`src/rtl/ray_sched_rr.sv`:
```
// ray_sched_rr: round-robin scheduler sharing one triangle-intersection batch
// engine between N_REQ ray requesters. Each accepted request is launched on
// the engine (unless its triangle count is zero). The engine result is then
// held on the shared response bus until the owning requester accepts it.
module ray_sched_rr #(
  parameter int N_REQ = 4,
  parameter int IDX_W = $clog2(N_REQ)
) (
  input  logic                 i_clk,
  input  logic                 i_rstn,
  input  logic [31:0]          i_baseaddr,
  input  logic [N_REQ-1:0]     i_req_valid,
  input  logic [N_REQ*192-1:0] i_req_ray,
  input  logic [N_REQ*32-1:0]  i_req_tri_cnt,
  output logic [N_REQ-1:0]     o_req_ready,
  output logic [N_REQ-1:0]     o_resp_valid,
  input  logic [N_REQ-1:0]     i_resp_ready,
  output logic                 o_resp_hit,
  output logic [31:0]          o_resp_t,
  output logic [31:0]          o_resp_tri_index,
  output logic                 o_eng_start,
  output logic [31:0]          o_eng_baseaddr,
  output logic [191:0]         o_eng_ray,
  output logic [31:0]          o_eng_tri_cnt,
  input  logic                 i_eng_hit,
  input  logic [31:0]          i_eng_t,
  input  logic [31:0]          i_eng_tri_index,
  input  logic                 i_eng_finish,
  output logic                 o_busy,
  output logic [15:0]          o_batches
);

  typedef enum logic [2:0] {
    S_IDLE,
    S_LAUNCH,
    S_SETTLE,
    S_WAIT,
    S_RESP
  } state_t;

  // Result reported for an empty triangle list: no hit, "infinite" distance.
  localparam logic [31:0] T_NO_HIT = 32'h7FFF_FFFF;

  state_t             state_reg;
  logic [IDX_W-1:0]   rr_ptr_reg;
  logic [IDX_W-1:0]   owner_reg;
  logic [191:0]       ray_reg;
  logic [31:0]        tri_cnt_reg;
  logic               hit_reg;
  logic [31:0]        t_reg;
  logic [31:0]        idx_reg;
  logic [15:0]        batches_reg;

  logic               grant_any;
  logic [IDX_W-1:0]   grant_idx;
  logic [IDX_W-1:0]   grant_next_ptr;
  logic [191:0]       grant_ray;
  logic [31:0]        grant_cnt;
  logic               handshake;

  logic [191:0]       req_ray_arr [N_REQ];
  logic [31:0]        req_cnt_arr [N_REQ];

  // Unpack the flat per-requester buses and build the one-hot ready/valid.
  for (genvar gi = 0; gi < N_REQ; gi++) begin : g_req
    assign req_ray_arr[gi]  = i_req_ray[192*gi +: 192];
    assign req_cnt_arr[gi]  = i_req_tri_cnt[32*gi +: 32];
    // Ready is gated by reset so no handshake can happen in a reset cycle.
    assign o_req_ready[gi]  = i_rstn && (state_reg == S_IDLE) && grant_any &&
                              (grant_idx == IDX_W'(gi));
    assign o_resp_valid[gi] = (state_reg == S_RESP) && (owner_reg == IDX_W'(gi));
  end

  // Round-robin pick: first valid requester at or after rr_ptr, wrapping.
  // Scanning from the farthest offset down lets the nearest one win.
  always_comb begin
    logic [IDX_W:0] cand;
    cand      = '0;
    grant_any = 1'b0;
    grant_idx = '0;
    for (int i = N_REQ - 1; i >= 0; i--) begin
      cand = {1'b0, rr_ptr_reg} + (IDX_W+1)'(i);
      if (cand >= (IDX_W+1)'(N_REQ)) begin
        cand = cand - (IDX_W+1)'(N_REQ);
      end
      if (i_req_valid[cand[IDX_W-1:0]]) begin
        grant_any = 1'b1;
        grant_idx = cand[IDX_W-1:0];
      end
    end
  end

  // Pointer to the requester after the winner, plus the winner's payload.
  always_comb begin
    if (grant_idx == IDX_W'(N_REQ - 1)) begin
      grant_next_ptr = '0;
    end else begin
      grant_next_ptr = grant_idx + IDX_W'(1);
    end
    grant_ray = req_ray_arr[grant_idx];
    grant_cnt = req_cnt_arr[grant_idx];
    handshake = (state_reg == S_IDLE) && grant_any;
  end

  // Scheduler FSM: accept, launch, let the stale finish level clear, wait,
  // then hold the response until the owner takes it.
  always_ff @(posedge i_clk) begin
    if (!i_rstn) begin
      state_reg   <= S_IDLE;
      rr_ptr_reg  <= '0;
      owner_reg   <= '0;
      ray_reg     <= '0;
      tri_cnt_reg <= '0;
      hit_reg     <= 1'b0;
      t_reg       <= '0;
      idx_reg     <= '0;
      batches_reg <= '0;
    end else begin
      case (state_reg)
        S_IDLE: begin
          if (handshake) begin
            owner_reg   <= grant_idx;
            rr_ptr_reg  <= grant_next_ptr;
            ray_reg     <= grant_ray;
            tri_cnt_reg <= grant_cnt;
            if (grant_cnt == '0) begin
              // Empty triangle list: answer directly, the engine is not used.
              hit_reg   <= 1'b0;
              t_reg     <= T_NO_HIT;
              idx_reg   <= '0;
              state_reg <= S_RESP;
            end else begin
              state_reg <= S_LAUNCH;
            end
          end
        end
        S_LAUNCH: begin
          state_reg <= S_SETTLE;
        end
        S_SETTLE: begin
          // Finish still shows the previous batch's level here; ignore it.
          state_reg <= S_WAIT;
        end
        S_WAIT: begin
          if (i_eng_finish) begin
            hit_reg   <= i_eng_hit;
            t_reg     <= i_eng_t;
            idx_reg   <= i_eng_tri_index;
            state_reg <= S_RESP;
          end
        end
        S_RESP: begin
          if (i_resp_ready[owner_reg]) begin
            if (batches_reg != 16'hFFFF) begin
              batches_reg <= batches_reg + 16'd1;
            end
            state_reg <= S_IDLE;
          end
        end
        default: begin
          state_reg <= S_IDLE;
        end
      endcase
    end
  end

  // Output mapping from the registered state.
  always_comb begin
    o_eng_start      = (state_reg == S_LAUNCH);
    o_eng_baseaddr   = i_baseaddr;
    o_eng_ray        = ray_reg;
    o_eng_tri_cnt    = tri_cnt_reg;
    o_resp_hit       = hit_reg;
    o_resp_t         = t_reg;
    o_resp_tri_index = idx_reg;
    o_busy           = (state_reg != S_IDLE);
    o_batches        = batches_reg;
  end

endmodule
```
`config.mk`:
```
export PLATFORM = sky130hd
export DESIGN_NAME = ray_sched_rr
export DESIGN_NICKNAME = d
export VERILOG_FILES = /design/src/rtl/ray_sched_rr.sv
export SDC_FILE = /design/constraint.sdc
export NUM_CORES = 1
export LEC_CHECK = 0
export CORE_AREA = 2 2 520 522
export DETAILED_ROUTE_END_ITERATION = 12
export DIE_AREA = 0 0 522 524
export PLACE_DENSITY = 0.3
export SLEW_MARGIN = 20
export SYNTH_ARGS = -nofsm -noshare
export SYNTH_HDL_FRONTEND = slang
export SYNTH_SLANG_ARGS = --single-unit
```
`constraint.sdc`:
```
create_clock -name i_clk -period 3.8 [get_ports i_clk]
set_clock_uncertainty 0.2 [all_clocks]
set_input_delay 0.38 -clock i_clk [delete_from_list [all_inputs] [get_ports i_clk]]
set_output_delay 0.38 -clock i_clk [all_outputs]
set_load 0.05 [all_outputs]
```
Word-level counts from Yosys, hierarchy flattened

Cells that the tools add are included.

Bits in latches: 0
Memories: 0
Memory bits (writable): 0
Register bits: 312
Output and inout bits: 347
Bits in read-only memories: 0
Word-level logic and storage cells: 111
Bits of input ports: 1004

Equal/unequal tests: 15
$lt $le $gt $ge: 10
Multiply operators: 0
Mux-type cells: 46
Reduce and logical (&&, ||, !) cells: 21
Bitwise gates (word level): 1
Shifts and indexed selects: 0
Divide/modulo/power cells: 0
$add $sub $neg: 9

Operator list:

| kind                                                                          | number |
|---|---|
| 192-bit binary-select mux with 2-bit select                                   | 1 |
| 192-bit 2-to-1 mux                                                            | 2 |
| 32-bit 2-to-1 mux                                                             | 8 |
| 32-bit case mux with 2 select lines                                           | 2 |
| 32-bit binary-select mux with 2-bit select                                    | 1 |
| 32-bit logical NOT                                                            | 1 |
| 2-bit 2-to-1 mux                                                              | 9 |
| 16-bit by 1-bit adder with 16-bit output (second input constant)              | 1 |
| 16-bit inequality test (second input constant)                                | 1 |
| 2-bit by 3-bit less-than comparator with 1-bit output (second input constant) | 5 |
| 3-bit case mux with 5 select lines                                            | 1 |
| 3-bit >= comparator (second input constant)                                   | 4 |
| 1-bit 2-to-1 mux                                                              | 12 |
| 3-bit 2-to-1 mux                                                              | 4 |
| 1-bit logical AND                                                             | 11 |
| 1-bit binary-select mux with 2-bit select                                     | 5 |
| 2-bit == test (second input constant)                                         | 4 |
| 2-bit by 1-bit subtractor with 2-bit output (second input constant)           | 4 |
| 2-bit by 2-bit adder with 3-bit output (second input constant)                | 2 |
| 3-bit by 2-bit == test with 1-bit output (second input constant)              | 2 |
| 3-bit AND reduction                                                           | 2 |
| 2-bit by 1-bit == test with 1-bit output (second input constant)              | 2 |
| 2-bit logical NOT                                                             | 2 |
| 2-bit by 1-bit inequality test with 1-bit output (second input constant)      | 2 |
| other kinds (13)                                                              | 14 |

Logic depth before layout (Yosys ltp)

Gate-level depths: netlist (run 1).

Depth in word-level cells: 17
Depth in mapped cells: 15
Gate-level depth less buffers: 9

Worst setup path before layout (run 1)

No wires, ideal clock.

Path kind: input-to-output
From: in i_req_valid[2]
To: out o_req_ready[1]
Required time: 3.220 ns
Buffers on the path: 6
Path slack: 0.450 ns
Arrival time: 2.770 ns
Cell stages on the path: 12
Cells stage by stage: nor2b_1 clkbuf_1 or4b_1 buf_2 buf_2 and2_1 clkbuf_1 inv_1 buf_2 buf_2 ha_1 and3_1

Longest elaborated chain between the ends: 8
Elaborated cells on any way between the ends: 19
Classes of those cells: 1 x eq/ne; 16 x mux; 2 x reduce/logical

RTL lines:

| what                                       | RTL line | source |
|---|---|---|
| from (decl)                                | 12       | `input logic [N_REQ-1:0] i_req_valid,` |
| 1-bit binary-select mux with 2-bit select  | 86       | `if (i_req_valid[cand[IDX_W-1:0]]) begin` |
| 1-bit 2-to-1 mux (not written as such)     | 86       |  |
| 2-bit 2-to-1 mux (3 in a row)              | 86       |  |
| 2-bit 2-to-1 mux *                         | 86       |  |
| via grant_idx[0]                           | 55       | `logic [IDX_W-1:0] grant_idx;` |
| 2-bit by 1-bit == test with 1-bit output * | 70       | `(grant_idx == IDX_W'(gi));` |
| 1-bit logical AND *                        | 69       | `assign o_req_ready[gi] = i_rstn && (state_reg == S_IDLE) && grant_any &&` |
| to (decl)                                  | 15       | `output logic [N_REQ-1:0] o_req_ready,` |

Mark *: on every way through the listed nets, which the timed path passes. The rest lies on a longest branch. The select of a mux whose other input is x is not followed.

Worst setup path in the final report (run 1)

From: in i_req_valid[2]
To: reg t_reg[29], in the netlist o_resp_t[29]

Longest elaborated chain between the ends: 13
Elaborated cells on any way between the ends: 25
Classes of those cells: 2 x eq/ne; 19 x mux; 1 x bitwise; 3 x reduce/logical

RTL lines:

| what                                                              | RTL line | source |
|---|---|---|
| 1-bit binary-select mux with 2-bit select                         | 86       |  |
| 1-bit 2-to-1 mux (not written as such)                            | 86       |  |
| 2-bit 2-to-1 mux (4 in a row)                                     | 86       |  |
| 2-bit inverter with 3-bit output (not written as such)            | 101      | `grant_cnt = req_cnt_arr[grant_idx];` |
| 32-bit binary-select mux with 2-bit select                        | 101      |  |
| 32-bit 2-to-1 mux (not written as such) (2 in a row)              | 101      |  |
| 32-bit logical NOT                                                | 126      | `if (grant_cnt == '0) begin` |
| 2-bit by 1-bit inequality test with 1-bit output (no source line) | n/a      |  |
| 4-bit AND reduction (no source line) *                            | n/a      |  |
| to (signal assigned)                                              | 147      | `t_reg <= i_eng_t;` |
| to (decl)                                                         | 50       | `logic [31:0] t_reg;` |

Every way passes the cells marked *; elsewhere a longest branch is shown, timed or not. The select of a mux whose other input is x is not followed.
A chain may end at the register's enable or synchronous reset.

==> reports/metrics.cfg, run 1 <==
[yosys]
synth-seq-cells = 312
yosysSeqAreaShare_pct = 32.3
synth_area_per_cell_um2 = 6.36
synth-main-ff-cell = dfxtp_1
netlist_top_cells_area = dfxtp_1, nand2_1, nand3_1
synth_edf_count = 0
netlist_area_mm2 = 0.0193
yosysWarnings = 0
synth_top_area_cell = dfxtp_1
synth_nets = 4048
ys_top_cells_by_count = nand2_1, nand3_1, dfxtp_1
synth.most_common_cell = nand2_1
synth_top_area_share_pct = 32.3
synthCells = 3039
synthArstFlopShare_pct = 0
ys_types = 43

[detailed_routing]
avgRoutedWirePerCell_um = 25.3
via_per_inst = 3.44
firstDrtPassIters = 5
vias = 27100
drc = 0
ant_nets = 0
drt_iter0_markers = 1583
wl_um = 200000

[setup_path]
cpPeakStageDelay_ps = 640
r2r_end = o_resp_t[29]$_SDFFE_PN0P_
critPathLaunchType = input pin
slowest_stage = a221oi_1
arrival_ps = 4190
endpoint_kind = register
reg2reg_from = rr_ptr_reg[0]$_SDFFE_PN0P_
crit_type = in2reg
cpLargestDelayFamily = buffers and inverters
cp_max_fo = 32
cp_num_buf_inv = 7
worst_path_most_repeated_cell = buf_4
cp.required_ps = 4240
rrSetupSlack_ps = 90
reg2reg_depth = 14
worstPathCellList = clkdlybuf4s50_1, nor2b_1, buf_4, a211o_1, buf_12, buf_4, a221oi_1, a32oi_1, buf_4, nor4_1, nand4_1, buf_4, nor3_4, buf_12, o31a_1

[timing]
max_freq_mhz = 267
setup_viol = 0
grt_setup_unrepaired = false
setup_tns_ps = 0
finalMaxSlewViolations = 0
finalHoldViolations = 0
hold_ws_ps = 165
tightest_slew_ps = 1030
fin_crit_ps = 3750
fin_crit_sh_pct = 98.7
setup_slack_ps = 51.0
slew_headroom_pct = 31.4

[final_layout]
nNetsFinal = 5294
final_cells = 7896
largest_reg_flops = 192
fillCellCount = 30800
synthToLayoutAreaGrowth_pct = 105
design_area_mm2 = 0.0397
utilization_pct = 14.8
drive_gt1_share_pct = 8.85

[placed_design]
place_area_mm2 = 0.0377
place_congestion = 0.910
pre_cts_ws_ps = -727
place_inst = 7781
hpwl_um = 166000
port_buffers = 1286

[pwr]
p_sw_mw = 9.54
p_sw_share_pct = 46.7
p_comb_share_pct = 53.3
p_total_mw = 20.4
p_leak_nw = 14.3
p_seq_share_pct = 20.4
power_density_mw_per_mm2 = 515
p_int_mw = 10.9
p_clk_share_pct = 26.3
vdd_ir_drop_max_mv = 0.354

[global_route]
grt_pass1_vias = 27500
grt_use_total_pct = 13.9
grt_antenna_before_repair = 76
grt_max_degree = 100
overflow = 0
grt_pass1_wl_um = 257000

[clocking]
cts_tree = yes
numClockSinks = 312
cts_buffer_depth = 3
cts-buffers-inserted = 52
worst_skew_pair.late_latency_ps = 700
path_clk_slew_ps = 60
root_buffer = clkbuf_16
cts_max_level = 2

[floorplanning]
start_util_pct = 7.23
die_h_um = 524
io_pins = 1351
core_mm2 = 0.267
fp-row-count = 190
die_x_um = 522
dieArea_mm2 = 0.274

[status]
status = finished, final reports clean

[min_path]
holdCritPathClass = in2reg
worstHoldPathCells = 4
hp-start = i_eng_t[22]
holdPathEnd = o_resp_t[22]$_SDFFE_PN0P_

[flow_run]
drv_cap = 0

tightest hold or removal path: stages:
cell and delay, ps:
clkdlybuf4s50_1 400, nor2_1 110, nor2_1 40, o31a_1 90
placed cells by master, fill, tap and decap left out, types with 34 or more instances in the layout:
cell type / instances
buf_4: 184
nand2_1: 1025
dfxtp_1: 311
a21oi_1: 246
nor2_1: 80
o21bai_1: 34
nor3b_1: 36
clkdlybuf4s50_1: 1276
clkbuf_16: 52
nand3_1: 670
o21ai_0: 39
buf_12: 58
nor4_1: 41
logic make-up after synthesis:
kind of cell / share of synthesized area, %
buf+inv: 7.68
xor+xnor: 0.544
fa+ha+maj: 0.324
mux: 0.945
simple gates: 42.8
flops: 32.3
compound gates: 15.4
worst max-delay path by stage:
stage                                    start                         to  cells past startpoint
finish                          i_req_valid[2]  o_resp_t[29]$_SDFFE_PN0P_                     15
global route        rr_ptr_reg[0]$_SDFFE_PN0P_             o_req_ready[0]                      9
CTS                 rr_ptr_reg[0]$_SDFFE_PN0P_             o_req_ready[0]                      9
detailed placement              i_req_valid[2]  o_resp_t[29]$_SDFFE_PN0P_                     14
global placement                i_req_valid[2]  o_resp_t[30]$_SDFFE_PN0P_                     14
floorplan                       i_req_valid[2]             o_req_ready[1]                     12
timing repair:
item,in CTS,in global routing
hold buffers,1,0
gates resized for setup,3,1
setup buffers,1,0
hold endpoints to repair,5,0
endpoints found under the setup margin,35,32
final cells by class:
cell class / instances / area, µm² / area share [%]
antenna: 16 / 40.0 / 0.101
clock buffer: 73 / 1480 / 3.73
clock inverter: 24 / 368 / 0.928
inverter: 6 / 50.0 / 0.126
multi-input combinational: 2393 / 11700 / 29.4
sequential: 312 / 6250 / 15.8
tap: 3552 / 4440 / 11.2
timing repair buffer: 1520 / 15400 / 38.7
metal layers:
metal  part of all wire (%)  GRT usage, %  vias to the layer above
met4                    2.3          3.06                       42
met1                     39          15.5                    12700
met3                     11          6.21                      224
li1                       -             -                    12900
met5                   0.13             0                        -
met2                     48          24.0                     1244
power groups by stage:
stage,logic [mW],clock network (mW),registers [mW]
2_1_floorplan,3.40,0,6.01
3_3_place_gp,11.2,0,4.25
3_5_place_dp,11.2,0,4.25
4_1_cts,11.2,5.71,4.19
5_1_grt,11.7,5.76,4.24
6_report,10.9,5.38,4.17
(Power assumes the default switching activity.)
==> run 2, diff against run 1 <==
--- a/config.mk
+++ b/config.mk
@@ -8,7 +8,7 @@
 export CORE_AREA = 2 2 520 522
 export DETAILED_ROUTE_END_ITERATION = 12
 export DIE_AREA = 0 0 522 524
-export PLACE_DENSITY = 0.3
+export PLACE_DENSITY_LB_ADDON = 0.3
 export SLEW_MARGIN = 20
 export SYNTH_ARGS = -nofsm -noshare
 export SYNTH_HDL_FRONTEND = slang
==> run 2 against run 1 <==
  * Fmax is 2.8% higher
  * Non-clock buffer count fell by 30
  * Sequential share of layout area is 0.19 points higher
  * Combinational power shrank 4%
  * Sequential cell count is the same
  * Utilization is 0.17 points lower
  * Critical path type is now reg2out
==> reports/metrics.cfg, run 2 (synthesis results as in run 1) <==
[status]
status = finished, final reports clean

[setup_path]
critPathLaunchType = register
arrival_ps = 3070  ; -1120 ps
cp_num_buf_inv = 4  ; -3
worst_path_most_repeated_cell = buf_12
endpoint_kind = primary output
reg2reg_from = rr_ptr_reg[1]$_SDFFE_PN0P_
crit_start = rr_ptr_reg[0]$_SDFFE_PN0P_
slowest_stage = or4_4
cp.required_ps = 3220  ; -1020 ps
cpLargestDelayFamily = simple AND/OR/NAND/NOR gates
worstPathCellList = nor2b_1, or4_4, buf_12, buf_4, and2_4, buf_6, ha_1, and3_1, buf_12
cpPeakStageDelay_ps = 540  ; -100 ps
cp_max_fo = 42  ; +31%
crit_type = reg2out

[detailed_routing]
met1_length_um = 73900  ; -4.5%
firstDrtPassIters = 5  ; unchanged
ant_nets = 0  ; unchanged
wl_met3_um = 25100  ; +14%
vias = 27200  ; +0.24%
drt_iter0_markers = 1569  ; -0.88%
top_layer_used = met5
wl_met2_um = 90400  ; -5.2%
via_per_inst = 3.46  ; +0.66%
wl_um = 194000  ; -2.7%
avgRoutedWirePerCell_um = 24.7  ; -2.3%
drc = 0  ; unchanged

[timing]
slew_headroom_pct = 19.1  ; -12 points
hold_ws_ps = 162  ; -2.30 ps
finalHoldViolations = 0  ; unchanged
setup_viol = 0  ; unchanged
setup_tns_ps = 0  ; unchanged
grt_setup_unrepaired = false
fin_crit_sh_pct = 96.0  ; -2.6 points
finalMaxSlewViolations = 0  ; unchanged
max_freq_mhz = 274  ; +2.8%
fin_crit_ps = 3650  ; -101 ps
tightest_slew_ps = 1210  ; +184 ps

[min_path]
holdCritPathClass = in2reg
hp-start = i_req_ray[683]

[floorplanning]
core_mm2 = 0.267  ; unchanged
start_util_pct = 7.23  ; unchanged
die_h_um = 524  ; unchanged
io_pins = 1351  ; unchanged
dieArea_mm2 = 0.274  ; unchanged
fp-row-count = 190  ; unchanged
die_x_um = 522  ; unchanged

[global_route]
overflow = 0  ; unchanged
grt_pass1_vias = 26900  ; -2.4%
grt_max_degree = 111  ; +11%
grt_antenna_before_repair = 75  ; -1.3%
grt_pass1_wl_um = 250000  ; -3.0%
grt_use_total_pct = 13.4  ; -0.41 points

[final_layout]
final_cell_mix = clkdlybuf4s50_1, nand2_1, nand3_1, dfxtp_1, a21oi_1
drive_gt1_share_pct = 8.27  ; -0.58 points
synthToLayoutAreaGrowth_pct = 103
largest_reg_flops = 192  ; unchanged
nNetsFinal = 5261  ; -0.62%
final_common_cell = clkdlybuf4s50_1
utilization_pct = 14.7  ; -0.17 points
fillCellCount = 30700  ; -0.19%
design_area_mm2 = 0.0392  ; -1.2%

[placed_design]
hpwl_um = 163000  ; -2.2%
place_area_mm2 = 0.0373  ; -1.1%
place_congestion = 0.894  ; -1.7%
port_buffers = 1286  ; unchanged

[pwr]
p_total_mw = 19.9  ; -2.5%
power_density_mw_per_mm2 = 508  ; -1.3%
vdd_ir_drop_max_mv = 0.356  ; +0.53%
p_leak_nw = 14.1  ; -1.7%

[clocking]
worst_skew_pair.late_latency_ps = 670  ; -30 ps
cts_buffer_depth = 3  ; unchanged
numClockSinks = 312  ; unchanged
path_clk_slew_ps = 60  ; about the same
root_buffer = clkbuf_16
post-cts-setup-buffers = 0  ; -1
cts-buffers-inserted = 49  ; -5.8%
cts_tree = yes
cts_max_level = 2  ; unchanged

[flow_run]
drv_cap = 0  ; unchanged

run 2: changes by cell type in the layout (fill, tap and decap cells not counted), moves of 3 or more:
cell,previous run,this run
clkbuf_16,52,49
clkbuf_8,10,6
diode_2,16,20
buf_12,58,44
buf_6,0,3
buf_4,184,169
clkbuf_1,11,8
clkdlybuf4s50_1,1276,1272
run 2: worst reg2reg max path, stage by stage, from the launching register on:
cell	delay, ps
dfxtp_2	410
nand2_1	80
a211o_1	300
buf_12	170
buf_4	170
a221oi_1	500
a32oi_1	160
nor4_1	410
nand4_1	320
buf_4	260
nor3_4	190
buf_12	230
o31a_1	160
run 2: layout make-up:
cell class	count	area (µm²)	area share [%]
timing repair buffer	1490	14900	38.1
inverter	6	63.8	0.163
clock buffer	63	1340	3.42
antenna	20	50.0	0.128
tap	3552	4440	11.3
sequential	312	6250	15.9
multi-input combinational	2393	11700	29.8
clock inverter	27	445	1.14
run 2: final timing paths:
check                                                      to  slack, ps  cells past startpoint
worst min register to register  o_eng_tri_cnt[7]$_SDFFE_PN0P_        250                      2
worst max-delay path                           o_req_ready[0]        150                      9
worst max register to register      o_resp_t[29]$_SDFFE_PN0P_        200                     12
worst min-delay path              o_eng_ray[107]$_SDFFE_PN0P_        160                      3
run 2: metal layers:
layer,up-vias,track usage [%]
li1,12900,-
met1,12700,14.9
met2,1311,22.5
met3,233,7.25
met4,56,3.07
met5,-,0
run 2: power by group:
group,internal (mW),switching [mW],total (mW)
sequential,3.83,0.382,4.21
clock,3.12,2.10,5.22
combinational,3.68,6.82,10.5
total,10.6,9.30,19.9
run 2: per-stage QoR:
step	cells	setup slack, ps
after CTS	7843	14.2
after global routing	7849	12.8
after detailed placement	7752	-554
after floorplan	3039	450
final	7863	152
after global placement	7752	-515
run 2: what timing repair did:
item                                    4_1_cts  5_1_grt
endpoints found under the setup margin        4       68
endpoints found under the hold margin         1        0
gates resized for setup                       7        3
gates cloned                                  0        0
hold buffers                                  1        0
==> run 3, diff against run 2 <==
==> config.mk (replaced) <==
export PLATFORM = sky130hd
export DESIGN_NAME = ray_sched_rr
export DESIGN_NICKNAME = d
export VERILOG_FILES = /design/src/rtl/ray_sched_rr.sv
export SDC_FILE = /design/constraint.sdc
export NUM_CORES = 1
export LEC_CHECK = 0
export CORE_AREA = 2 2 534 536
export DETAILED_ROUTE_END_ITERATION = 12
export DIE_AREA = 0 0 536 538
export HOLD_SLACK_MARGIN = 0.12
export PLACE_DENSITY_LB_ADDON = 0.3
export SLEW_MARGIN = 10
export SYNTH_ARGS = -nofsm -noshare
export SYNTH_HDL_FRONTEND = slang
export SYNTH_SLANG_ARGS = --single-unit
==> run 3 against run 2 <==
  * Count of clock-buffer cells in the layout up 4
  * Critical endpoint is now o_resp_t[7]$_SDFFE_PN0P_
  * Wire length grew 5.3%
  * Clock power down 4%
  * Via count rose by 2.8%
  * Combinational power hardly changed
  * Critical path type is now reg2reg
  * Fmax decreased by 0.18%
  * Utilization is 0.51 points lower
  * First-iteration DRC count is 8.7% higher
  * Power is 0.54% higher
  * Cell count increased by 3.5%
  * Global-route usage is essentially flat
==> reports/metrics.cfg, run 3 (synthesis results as in run 1) <==
[clocking]
cts_buffer_depth = 3  ; unchanged
cts_tree = yes
numClockSinks = 312  ; unchanged
path_clk_slew_ps = 60  ; about the same
root_buffer = clkbuf_16
worst_skew_pair.late_latency_ps = 700  ; +30 ps
cts_max_level = 2  ; unchanged
cts-buffers-inserted = 48  ; -2.0%

[flow_run]
drv_cap = 0  ; unchanged

[detailed_routing]
via_per_inst = 3.44  ; -0.71%
vias = 28000  ; +2.8%
wl_um = 205000  ; +5.3%
drc = 0  ; unchanged
firstDrtPassIters = 7  ; +2
ant_nets = 0  ; unchanged
avgRoutedWirePerCell_um = 25.1  ; +1.7%
drt_iter0_markers = 1706  ; +8.7%

[timing]
fin_crit_ps = 3650  ; +6.50 ps
finalHoldViolations = 0  ; unchanged
fin_crit_sh_pct = 96.2  ; +0.17 points
hold_ws_ps = 207  ; +44.9 ps
slew_headroom_pct = 22.0  ; +2.9 points
finalMaxSlewViolations = 0  ; unchanged
grt_setup_unrepaired = false
setup_tns_ps = 0  ; unchanged
max_freq_mhz = 274  ; -0.18%
setup_slack_ps = 145  ; -6.50 ps
tightest_slew_ps = 1170  ; -44.0 ps
setup_viol = 0  ; unchanged

[placed_design]
place_inst = 7971  ; +2.8%
port_buffers = 1286  ; unchanged
place_congestion = 0.925  ; +3.4%
hpwl_um = 173000  ; +6.6%
pre_cts_ws_ps = -717  ; -163 ps

[pwr]
vdd_ir_drop_max_mv = 0.310  ; -13%
power_density_mw_per_mm2 = 500  ; -1.7%
p_leak_nw = 14.4  ; +2.0%

[global_route]
grt_pass1_vias = 27900  ; +3.8%
overflow = 0  ; unchanged
grt_max_degree = 107  ; -3.6%
grt_pass1_wl_um = 262000  ; +4.9%
grt_antenna_before_repair = 101  ; +35%
grt_use_total_pct = 13.5  ; +0.020 points

[min_path]
holdCritPathClass = in2reg

[floorplanning]
core_mm2 = 0.283  ; +5.9%
io_pins = 1351  ; unchanged
dieArea_mm2 = 0.288  ; +5.4%
die_h_um = 538  ; +2.7%
start_util_pct = 6.83  ; -0.40 points
die_x_um = 536  ; +2.7%
fp-row-count = 196  ; +3.2%

[setup_path]
arrival_ps = 4100  ; +1030 ps
critPathLaunchType = register
cp_max_fo = 32  ; -24%
cp.required_ps = 4240  ; +1020 ps
endpoint_kind = register
crit_type = reg2reg

[final_layout]
nNetsFinal = 5335  ; +1.4%
synthToLayoutAreaGrowth_pct = 107
utilization_pct = 14.1  ; -0.51 points
final_cells = 8141  ; +3.5%
final_common_cell = clkdlybuf4s50_1
final_cell_mix = clkdlybuf4s50_1, nand2_1, nand3_1, dfxtp_1, a21oi_1
largest_reg_flops = 192  ; unchanged
drive_gt1_share_pct = 8.25  ; -0.020 points

[status]
status = finished, final reports clean

[run 3: cell types whose count changed in the layout (fill, tap and decap cells not counted), moves of 3 or more]
| cell | change |
|---|---|
| buf_4 | +18 |
| buf_12 | -8 |
| dlygate4sd3_1 | +59 |
| buf_6 | -3 |
| clkbuf_8 | +4 |
| clkinv_2 | -3 |
| diode_2 | -3 |
| clkdlybuf4s50_1 | +3 |
[run 3: worst max-delay path: stages (launching register included)]
cell and delay, ps:
dfxtp_2 340, nor2b_1 180, buf_4 170, o21bai_2 100
buf_12 180, buf_4 170, a221oi_1 410, a32oi_1 230
nor4_1 440, nand4_1 320, buf_4 260, nor3_4 190
buf_12 210, o31a_1 160
[run 3: final timing paths]
path	start	end	slack, ps	cells past startpoint
worst min register to register	o_eng_ray[74]$_SDFFE_PN0P_	o_eng_ray[74]$_SDFFE_PN0P_	250	2
worst min-delay path	i_req_ray[204]	o_eng_ray[12]$_SDFFE_PN0P_	210	5
worst max-delay path	rr_ptr_reg[0]$_SDFFE_PN0P_	o_resp_t[7]$_SDFFE_PN0P_	150	13
worst max register to register	rr_ptr_reg[0]$_SDFFE_PN0P_	o_resp_t[7]$_SDFFE_PN0P_	150	13
[run 3: area by class of cell]
| class | count | area, µm² |
|---|---|---|
| Fill cell | 32700 | 243000 |
| Sequential cell | 312 | 6250 |
| Inverter | 6 | 53.8 |
| Clock inverter | 19 | 359 |
| Antenna cell | 17 | 42.5 |
| Clock buffer | 67 | 1370 |
| Tap cell | 3762 | 4710 |
| Timing Repair Buffer | 1565 | 15600 |
| Multi-Input combinational cell | 2393 | 11700 |
[run 3: layer usage]
metal / vias up / share of wire (%) / track usage, %
met4: 90 / 2.5 / 3.03
met1: 13300 / 38 / 14.8
met5: - / 0.37 / 0.444
li1: 13000 / - / -
met2: 1261 / 47 / 23.2
met3: 302 / 12 / 6.55
[run 3: power by group]
part           internal, mW  switching (mW)  total [mW]
sequential             3.83           0.393        4.22
clock                  3.01            2.02        5.03
combinational          3.78            7.00        10.8
total                  10.6            9.41        20.0
[run 3: repair_timing]
item,4_1_cts,5_1_grt
resized for setup,6,2
endpoints found under the setup margin,4,34
hold endpoints to repair,55,0
gates cloned,2,0
pin swaps,1,0
buffers inserted,5,0
hold buffers,60,0
[run 3: through the flow]
stage | instance area [µm²] | total power, mW
finish | 40100 | 20.0
global route | 40000 | 21.2
CTS | 40000 | 20.6
detailed placement | 37600 | 15.1
global placement | 37600 | 15.1
floorplan | 19300 | 9.41
